--- config.mk ---
export PLATFORM = sky130hd
export DESIGN_NAME = riscv_gdb_trigger_flat
export DESIGN_NICKNAME = d
export VERILOG_FILES = /design/src/rtl/riscv_gdb_trigger_if.sv /design/src/rtl/riscv_gdb_trigger.sv /design/src/flat_wrapper.sv
export SDC_FILE = /design/constraint.sdc
export NUM_CORES = 1
export LEC_CHECK = 0
export ABC_CLOCK_PERIOD_IN_PS = 4400
export BUFFER_PORTS_ARGS = -buffer_cell sky130_fd_sc_hd__buf_2
export CAP_MARGIN = 20
export CORE_MARGIN = 8
export CORE_UTILIZATION = 54
export DETAILED_ROUTE_END_ITERATION = 7
export HOLD_SLACK_MARGIN = 0.15
export PLACE_DENSITY = 0.77
export SETUP_SLACK_MARGIN = 0.3
export SLEW_MARGIN = 5
export SYNTH_ARGS = -nofsm -noshare
export SYNTH_HDL_FRONTEND = slang
export SYNTH_SLANG_ARGS = --single-unit
export TNS_END_PERCENT = 30
--- constraint.sdc ---
create_clock -name clk -period 4.4 [get_ports clk]
set_input_delay 0.88 -clock clk [delete_from_list [all_inputs] [get_ports clk]]
set_output_delay 0.88 -clock clk [all_outputs]
set_load 0.01 [all_outputs]
--- src/rtl/riscv_gdb_trigger_if.sv ---
// Bus bundle between the CPU/stub side and the trigger unit: table programming,
// IFU/LSU snoop inputs and the halt event handshake.
interface riscv_gdb_trigger_if #(
    parameter int XLEN    = 32,
    parameter int TRG_NUM = 4
);
    localparam int IW = (TRG_NUM > 1) ? $clog2(TRG_NUM) : 1;

    logic            cfg_wen;
    logic [IW-1:0]   cfg_idx;
    logic            cfg_ena;
    logic [1:0]      cfg_typ;
    logic [XLEN-1:0] cfg_adr;
    logic [XLEN-1:0] cfg_msk;
    logic            step_req;
    logic            ifu_trn;
    logic [XLEN-1:0] ifu_adr;
    logic            lsu_trn;
    logic [XLEN-1:0] lsu_adr;
    logic            lsu_wen;
    logic            hlt_vld;
    logic            hlt_rdy;
    logic [2:0]      hlt_cau;
    logic [IW-1:0]   hlt_idx;
    logic [XLEN-1:0] hlt_adr;
    logic            hlt_ovf;

    modport master (
        output cfg_wen, cfg_idx, cfg_ena, cfg_typ, cfg_adr, cfg_msk,
        output step_req, ifu_trn, ifu_adr, lsu_trn, lsu_adr, lsu_wen, hlt_rdy,
        input  hlt_vld, hlt_cau, hlt_idx, hlt_adr, hlt_ovf
    );

    modport slave (
        input  cfg_wen, cfg_idx, cfg_ena, cfg_typ, cfg_adr, cfg_msk,
        input  step_req, ifu_trn, ifu_adr, lsu_trn, lsu_adr, lsu_wen, hlt_rdy,
        output hlt_vld, hlt_cau, hlt_idx, hlt_adr, hlt_ovf
    );
endinterface

--- src/rtl/riscv_gdb_trigger.sv ---
// Hardware breakpoint / watchpoint / single-step unit: snoops IFU and LSU buses
// against a trigger table and raises one held halt event for the debug stub.
module riscv_gdb_trigger #(
    parameter int XLEN    = 32,
    parameter int TRG_NUM = 4
) (
    input  logic                 clk,
    input  logic                 rst,
    riscv_gdb_trigger_if.slave   bus
);
    localparam int IW = (TRG_NUM > 1) ? $clog2(TRG_NUM) : 1;

    localparam logic [1:0] TYP_EXE = 2'd0;
    localparam logic [1:0] TYP_WR  = 2'd1;
    localparam logic [1:0] TYP_RD  = 2'd2;
    localparam logic [1:0] TYP_ACC = 2'd3;

    localparam logic [2:0] CAU_BRK  = 3'd1;
    localparam logic [2:0] CAU_WR   = 3'd2;
    localparam logic [2:0] CAU_RD   = 3'd3;
    localparam logic [2:0] CAU_STEP = 3'd4;

    typedef enum logic [1:0] {
        ST_RUN   = 2'd0,
        ST_STEP0 = 2'd1,
        ST_STEP1 = 2'd2,
        ST_PEND  = 2'd3
    } state_t;

    logic            ena_r [TRG_NUM];
    logic [1:0]      typ_r [TRG_NUM];
    logic [XLEN-1:0] adr_r [TRG_NUM];
    logic [XLEN-1:0] msk_r [TRG_NUM];

    state_t          state_r;
    state_t          state_nxt_s;
    logic            hlt_vld_r;
    logic [2:0]      hlt_cau_r;
    logic [IW-1:0]   hlt_idx_r;
    logic [XLEN-1:0] hlt_adr_r;
    logic            hlt_ovf_r;

    logic            exe_hit_s;
    logic [IW-1:0]   exe_idx_s;
    logic            lsu_hit_s;
    logic [IW-1:0]   lsu_idx_s;
    logic            hit_s;
    logic [2:0]      hit_cau_s;
    logic [IW-1:0]   hit_idx_s;
    logic [XLEN-1:0] hit_adr_s;

    logic            cap_s;
    logic [2:0]      cap_cau_s;
    logic [IW-1:0]   cap_idx_s;
    logic [XLEN-1:0] cap_adr_s;
    logic            ovf_set_s;

    function automatic logic adr_match(input logic [XLEN-1:0] bus_adr,
                                       input logic [XLEN-1:0] trg_adr,
                                       input logic [XLEN-1:0] trg_msk);
        return (((bus_adr ^ trg_adr) & ~trg_msk) == '0);
    endfunction

    // Trigger table; a write lands at the edge so same-cycle matches see the old entry.
    always_ff @(posedge clk) begin
        for (int i = 0; i < TRG_NUM; i++) begin
            if (rst) begin
                ena_r[i] <= 1'b0;
                typ_r[i] <= 2'd0;
                adr_r[i] <= '0;
                msk_r[i] <= '0;
            end else if (bus.cfg_wen && (bus.cfg_idx == IW'(i))) begin
                ena_r[i] <= bus.cfg_ena;
                typ_r[i] <= bus.cfg_typ;
                adr_r[i] <= bus.cfg_adr;
                msk_r[i] <= bus.cfg_msk;
            end
        end
    end

    // Per-entry compare; descending scan leaves the lowest hitting index selected.
    always_comb begin
        exe_hit_s = 1'b0;
        exe_idx_s = '0;
        lsu_hit_s = 1'b0;
        lsu_idx_s = '0;
        for (int i = TRG_NUM - 1; i >= 0; i--) begin
            if (ena_r[i] && bus.ifu_trn && (typ_r[i] == TYP_EXE) &&
                adr_match(bus.ifu_adr, adr_r[i], msk_r[i])) begin
                exe_hit_s = 1'b1;
                exe_idx_s = IW'(i);
            end else begin
                exe_hit_s = exe_hit_s;
            end
            if (ena_r[i] && bus.lsu_trn &&
                (((typ_r[i] == TYP_WR) && bus.lsu_wen) ||
                 ((typ_r[i] == TYP_RD) && !bus.lsu_wen) ||
                 (typ_r[i] == TYP_ACC)) &&
                adr_match(bus.lsu_adr, adr_r[i], msk_r[i])) begin
                lsu_hit_s = 1'b1;
                lsu_idx_s = IW'(i);
            end else begin
                lsu_hit_s = lsu_hit_s;
            end
        end
    end

    // Fetch triggers outrank data triggers within a cycle.
    always_comb begin
        hit_s     = exe_hit_s | lsu_hit_s;
        hit_cau_s = 3'd0;
        hit_idx_s = '0;
        hit_adr_s = '0;
        if (exe_hit_s) begin
            hit_cau_s = CAU_BRK;
            hit_idx_s = exe_idx_s;
            hit_adr_s = bus.ifu_adr;
        end else if (lsu_hit_s) begin
            hit_cau_s = bus.lsu_wen ? CAU_WR : CAU_RD;
            hit_idx_s = lsu_idx_s;
            hit_adr_s = bus.lsu_adr;
        end else begin
            hit_cau_s = 3'd0;
        end
    end

    // Next-state and capture decisions.
    always_comb begin
        state_nxt_s = state_r;
        cap_s       = 1'b0;
        cap_cau_s   = 3'd0;
        cap_idx_s   = '0;
        cap_adr_s   = '0;
        ovf_set_s   = 1'b0;
        case (state_r)
            ST_RUN, ST_STEP0, ST_STEP1: begin
                if (hit_s) begin
                    state_nxt_s = ST_PEND;
                    cap_s       = 1'b1;
                    cap_cau_s   = hit_cau_s;
                    cap_idx_s   = hit_idx_s;
                    cap_adr_s   = hit_adr_s;
                end else if ((state_r == ST_RUN) && bus.step_req) begin
                    state_nxt_s = ST_STEP0;
                end else if ((state_r == ST_STEP0) && bus.ifu_trn) begin
                    state_nxt_s = ST_STEP1;
                end else if ((state_r == ST_STEP1) && bus.ifu_trn) begin
                    state_nxt_s = ST_PEND;
                    cap_s       = 1'b1;
                    cap_cau_s   = CAU_STEP;
                    cap_adr_s   = bus.ifu_adr;
                end else begin
                    state_nxt_s = state_r;
                end
            end
            ST_PEND: begin
                ovf_set_s = hit_s | bus.step_req;
                if (bus.hlt_rdy) begin
                    state_nxt_s = ST_RUN;
                end else begin
                    state_nxt_s = ST_PEND;
                end
            end
            default: begin
                state_nxt_s = ST_RUN;
            end
        endcase
    end

    // State and halt event registers; cause/index/address survive the accept.
    always_ff @(posedge clk) begin
        if (rst) begin
            state_r   <= ST_RUN;
            hlt_vld_r <= 1'b0;
            hlt_cau_r <= 3'd0;
            hlt_idx_r <= '0;
            hlt_adr_r <= '0;
            hlt_ovf_r <= 1'b0;
        end else begin
            state_r   <= state_nxt_s;
            hlt_vld_r <= (state_nxt_s == ST_PEND);
            if (cap_s) begin
                hlt_cau_r <= cap_cau_s;
                hlt_idx_r <= cap_idx_s;
                hlt_adr_r <= cap_adr_s;
            end
            if (ovf_set_s) begin
                hlt_ovf_r <= 1'b1;
            end
        end
    end

    assign bus.hlt_vld = hlt_vld_r;
    assign bus.hlt_cau = hlt_cau_r;
    assign bus.hlt_idx = hlt_idx_r;
    assign bus.hlt_adr = hlt_adr_r;
    assign bus.hlt_ovf = hlt_ovf_r;
endmodule

--- src/flat_wrapper.sv ---
// flat-port wrapper written by rule: the top's interface ports become plain ports
module riscv_gdb_trigger_flat 
#(
    parameter int XLEN    = 32,
    parameter int TRG_NUM = 4
)
  (clk, rst, bus_cfg_wen, bus_cfg_idx, bus_cfg_ena, bus_cfg_typ, bus_cfg_adr, bus_cfg_msk, bus_step_req, bus_ifu_trn, bus_ifu_adr, bus_lsu_trn, bus_lsu_adr, bus_lsu_wen, bus_hlt_rdy, bus_hlt_vld, bus_hlt_cau, bus_hlt_idx, bus_hlt_adr, bus_hlt_ovf);
  riscv_gdb_trigger_if #(.XLEN(XLEN), .TRG_NUM(TRG_NUM)) bus_i ();
  input  logic clk;
  input  logic rst;
  input wire logic [$bits(bus_i.cfg_wen)-1:0] bus_cfg_wen;
  input wire logic [$bits(bus_i.cfg_idx)-1:0] bus_cfg_idx;
  input wire logic [$bits(bus_i.cfg_ena)-1:0] bus_cfg_ena;
  input wire logic [$bits(bus_i.cfg_typ)-1:0] bus_cfg_typ;
  input wire logic [$bits(bus_i.cfg_adr)-1:0] bus_cfg_adr;
  input wire logic [$bits(bus_i.cfg_msk)-1:0] bus_cfg_msk;
  input wire logic [$bits(bus_i.step_req)-1:0] bus_step_req;
  input wire logic [$bits(bus_i.ifu_trn)-1:0] bus_ifu_trn;
  input wire logic [$bits(bus_i.ifu_adr)-1:0] bus_ifu_adr;
  input wire logic [$bits(bus_i.lsu_trn)-1:0] bus_lsu_trn;
  input wire logic [$bits(bus_i.lsu_adr)-1:0] bus_lsu_adr;
  input wire logic [$bits(bus_i.lsu_wen)-1:0] bus_lsu_wen;
  input wire logic [$bits(bus_i.hlt_rdy)-1:0] bus_hlt_rdy;
  output wire logic [$bits(bus_i.hlt_vld)-1:0] bus_hlt_vld;
  output wire logic [$bits(bus_i.hlt_cau)-1:0] bus_hlt_cau;
  output wire logic [$bits(bus_i.hlt_idx)-1:0] bus_hlt_idx;
  output wire logic [$bits(bus_i.hlt_adr)-1:0] bus_hlt_adr;
  output wire logic [$bits(bus_i.hlt_ovf)-1:0] bus_hlt_ovf;
  assign bus_i.cfg_wen = bus_cfg_wen;
  assign bus_i.cfg_idx = bus_cfg_idx;
  assign bus_i.cfg_ena = bus_cfg_ena;
  assign bus_i.cfg_typ = bus_cfg_typ;
  assign bus_i.cfg_adr = bus_cfg_adr;
  assign bus_i.cfg_msk = bus_cfg_msk;
  assign bus_i.step_req = bus_step_req;
  assign bus_i.ifu_trn = bus_ifu_trn;
  assign bus_i.ifu_adr = bus_ifu_adr;
  assign bus_i.lsu_trn = bus_lsu_trn;
  assign bus_i.lsu_adr = bus_lsu_adr;
  assign bus_i.lsu_wen = bus_lsu_wen;
  assign bus_i.hlt_rdy = bus_hlt_rdy;
  assign bus_hlt_vld = bus_i.hlt_vld;
  assign bus_hlt_cau = bus_i.hlt_cau;
  assign bus_hlt_idx = bus_i.hlt_idx;
  assign bus_hlt_adr = bus_i.hlt_adr;
  assign bus_hlt_ovf = bus_i.hlt_ovf;
  riscv_gdb_trigger #(.XLEN(XLEN), .TRG_NUM(TRG_NUM)) u_core (.clk(clk), .rst(rst), .bus(bus_i));
endmodule
==> results.toml <==
[power]
ir_drop_mv = 0.269
p_leak_nw = 6.47
p_per_area_mw_per_mm2 = 401

[grt]
overflow = 0
grt_max_degree = 68
antenna_found_initial = 1
grtUsageMet1 = 0.424
grt_pass1_vias = 11800
grt_usage = 0.301
grt_busiest_layer = "met2"
grt_pass1_wl_um = 79800
use_met2 = 0.458
grt_util_met3 = 0.0485

[floorplanning]
pin_count = 180
initial_utilization = 0.549
dieArea_mm2 = 0.0360
die_w_um = 190
die_h_um = 190
row_count = 63
core-area_mm2 = 0.0296

[critical_path]
slowest_delay_ns = 0.74
crit_fanout = 38
cp.required_ns = 4.80
reg2reg_slack_ns = 1.16
cp_cell_sequence = "buf_2 > xnor2_1 > o22ai_1 > nor4_1 > and4_1 > a2bb2oi_1 > nand4_1 > buf_4 > o22ai_1 > a311oi_1"
path_class = "in2reg"
r2r_start = "u_core.adr_r[0][2]"
cp.depth = 10
cp_top_family = "simple AND/OR/NAND/NOR gates"
cpMaxStageDelayCell = "nor4_1"
start_kind = "primary input"
arrival_ns = 3.73
endpoint = "u_core.bus.hlt_adr[25]"
critPathCaptureType = "register"
r2r-end = "u_core.bus.hlt_adr[25]"
crit_top_cell = "o22ai_1"
r2r_cells = 9
crit_start = "bus_lsu_adr[1]"
crit_buf_inv = 2

[clock_tree]
clk_pin_slew_worst_paths_ns = 0.06
ctsLongestPathBuffers = 3
cts_resized = 0
clk_latency_ns = 0.52
htree_levels = 2
cts_hold_buf = 0
cts_root_buf = "clkbuf_16"
cts_made_buffers = 34
cts_setup_buffers = 0
cts_sinks = 309
cts_tree = "done"

[synth]
yosysWarnings = 0
synth_simple_gate_area_frac = 0.164
synth_xor_area_frac = 0.138
async_reset_ff_frac = 0
synthCells = 1421
syn_nets = 1562
yosys-top-cells-count = "and2_1 (270), edfxtp_1 (268), xnor2_1 (256)"
synth_edf_count = 268
post_synth.cell_area_avg_um2 = 11.5
synth_top_family_by_area = "simple AND/OR/NAND/NOR gates"
synth_most_common_cell = "and2_1"
synth.area.mux_share = 0
synth_top_area_share = 0.494
synth.area.top_cells = "edfxtp_1 (49%), xnor2_1 (14%), and2_1 (10%)"
netlist_area_mm2 = 0.0163
synthAdderAreaFrac = 0
yosys.area.top_type = "edfxtp_1"
synth_compound_area_frac = 0.114
ys_types = 42
synth_seq_cells = 309
synth_ff_type = "edfxtp_1"
synth-seq-area-share = 0.545

[sta]
min_period_ns = 3.32
fmax_mhz = 301
min_period_over_period = 0.756
slew_violations = 0
setup_ws_ns = 1.08
holdWs_ns = 0.448
fin_tns_setup_ns = 0
fin_skew_ns = 0.0194
worst_pin_slew_ns = 0.979
hold_viol = 0
setup_viol = 0
rsz0062_at_grt = "false"
slew_headroom = 0.346

[final_layout]
fin_area_mm2 = 0.0184
area_growth_pct = 12.8
diodes = 0
drive_gt1_frac = 0.163
regArea_mm2 = 0.00887
fill_cells = 2382
finalNetCount = 1663
multi_input_area_mm2 = 0.00683

[routing]
drc = 0
via_count = 12200
drtPass1Iterations = 5
wl_um = 55900
drtAntennaViolNets = 0
wl_per_cell_um = 28.9
drt_iter0_drc = 1423
vias_per_cell = 6.28

[place]
place.port_buffers = 179
place_ws_ns = 0.593
dpl.hpwl_um = 41400
finalWeightedCongestion = 1.01
dpl_cell_area_mm2 = 0.0173

[job]
cap_violations = 0

[hold_path]
whs_path_depth = 2
hold_path.class = "reg2reg"

[status]
status = "finished, final reports clean"
[where the power goes]
| part | switching, mW | internal, mW | leakage, nW |
|---|---|---|---|
| Combinational | 0.622 | 0.410 | 3.00 |
| Clock | 1.14 | 1.58 | 0.504 |
| Sequential | 0.199 | 3.41 | 2.97 |
| Total | 1.96 | 5.40 | 6.47 |
[layout by cell type (no fill, tap or decap), types with 3 or more instances in the layout]
master,Yosys,final
a21oi_1,9,9
a2bb2oi_1,34,34
a311oi_1,32,32
and2_1,270,270
and4_1,4,4
buf_12,0,7
buf_2,74,179
buf_4,3,8
clkbuf_1,49,12
clkbuf_16,0,35
clkinv_1,0,4
clkinv_2,0,5
dfxtp_1,41,41
edfxtp_1,268,268
inv_1,5,5
nand2_1,43,42
nand2b_1,39,39
nand3_1,33,33
nand4_1,7,7
nor2_1,24,22
nor3_1,6,4
nor4_1,28,28
o2111ai_1,8,8
o21ai_0,3,3
o21ai_1,3,3
o21bai_1,4,3
o22ai_1,152,152
xnor2_1,256,256
[worst min-delay path by stage]
stage	end	start	slack [ns]
detailed placement	u_core.bus.hlt_ovf	u_core.bus.hlt_ovf	0.45
floorplan	u_core.bus.hlt_ovf	u_core.bus.hlt_ovf	0.47
global route	u_core.bus.hlt_ovf	u_core.bus.hlt_ovf	0.48
global placement	u_core.bus.hlt_ovf	u_core.bus.hlt_ovf	0.43
CTS	u_core.bus.hlt_ovf	u_core.bus.hlt_ovf	0.46
finish	u_core.bus.hlt_ovf	u_core.bus.hlt_ovf	0.45
[metal layers]
metal  vias up  share of wire
met5         -              0
met3       110           0.11
met1      5925           0.40
met4         0          0.042
met2       794           0.44
li1       5327              -
[kinds of logic after synthesis]
group,count (synthesis)
XOR/XNOR,256
AO/OA/AOI/OAI,262
flip-flops,309
buffers and inverters,135
AND/OR/NAND/NOR,459
[state kept, by name (all words and copies together) (netlist names)]
| register | cells |
|---|---|
| u_core.state_r | 2 |
| u_core.bus.hlt_idx | 2 |
| u_core.msk_r | 128 |
| u_core.ena_r | 4 |
| u_core.bus.hlt_cau | 3 |
| u_core.typ_r | 8 |
| u_core.bus.hlt_vld | 1 |
| u_core.bus.hlt_adr | 32 |
| u_core.adr_r | 128 |
| u_core.bus.hlt_ovf | 1 |
[per-stage QoR]
stage / total power, mW / instances / utilization
3_3_place_gp: 4.65 / 1874 / 0.583
4_1_cts: 7.35 / 1934 / 0.619
3_5_place_dp: 4.67 / 1875 / 0.584
2_1_floorplan: 4.20 / 1421 / -
6_report: 7.36 / 1935 / 0.620
5_1_grt: 7.54 / 1935 / 0.620
[layout make-up]
class,count,area share
timing repair buffer,195,0.0612
multi-input combinational,977,0.372
clock buffer,47,0.0502
inverter,5,0.00102
tap,390,0.0266
sequential,309,0.483
clock inverter,12,0.00593
[tightest hold or removal path, cell delays in order (launching register included)]
cell,delay (ns)
dfxtp_1,0.30
inv_1,0.05
a21oi_1,0.05
(Power assumes the default switching activity.)
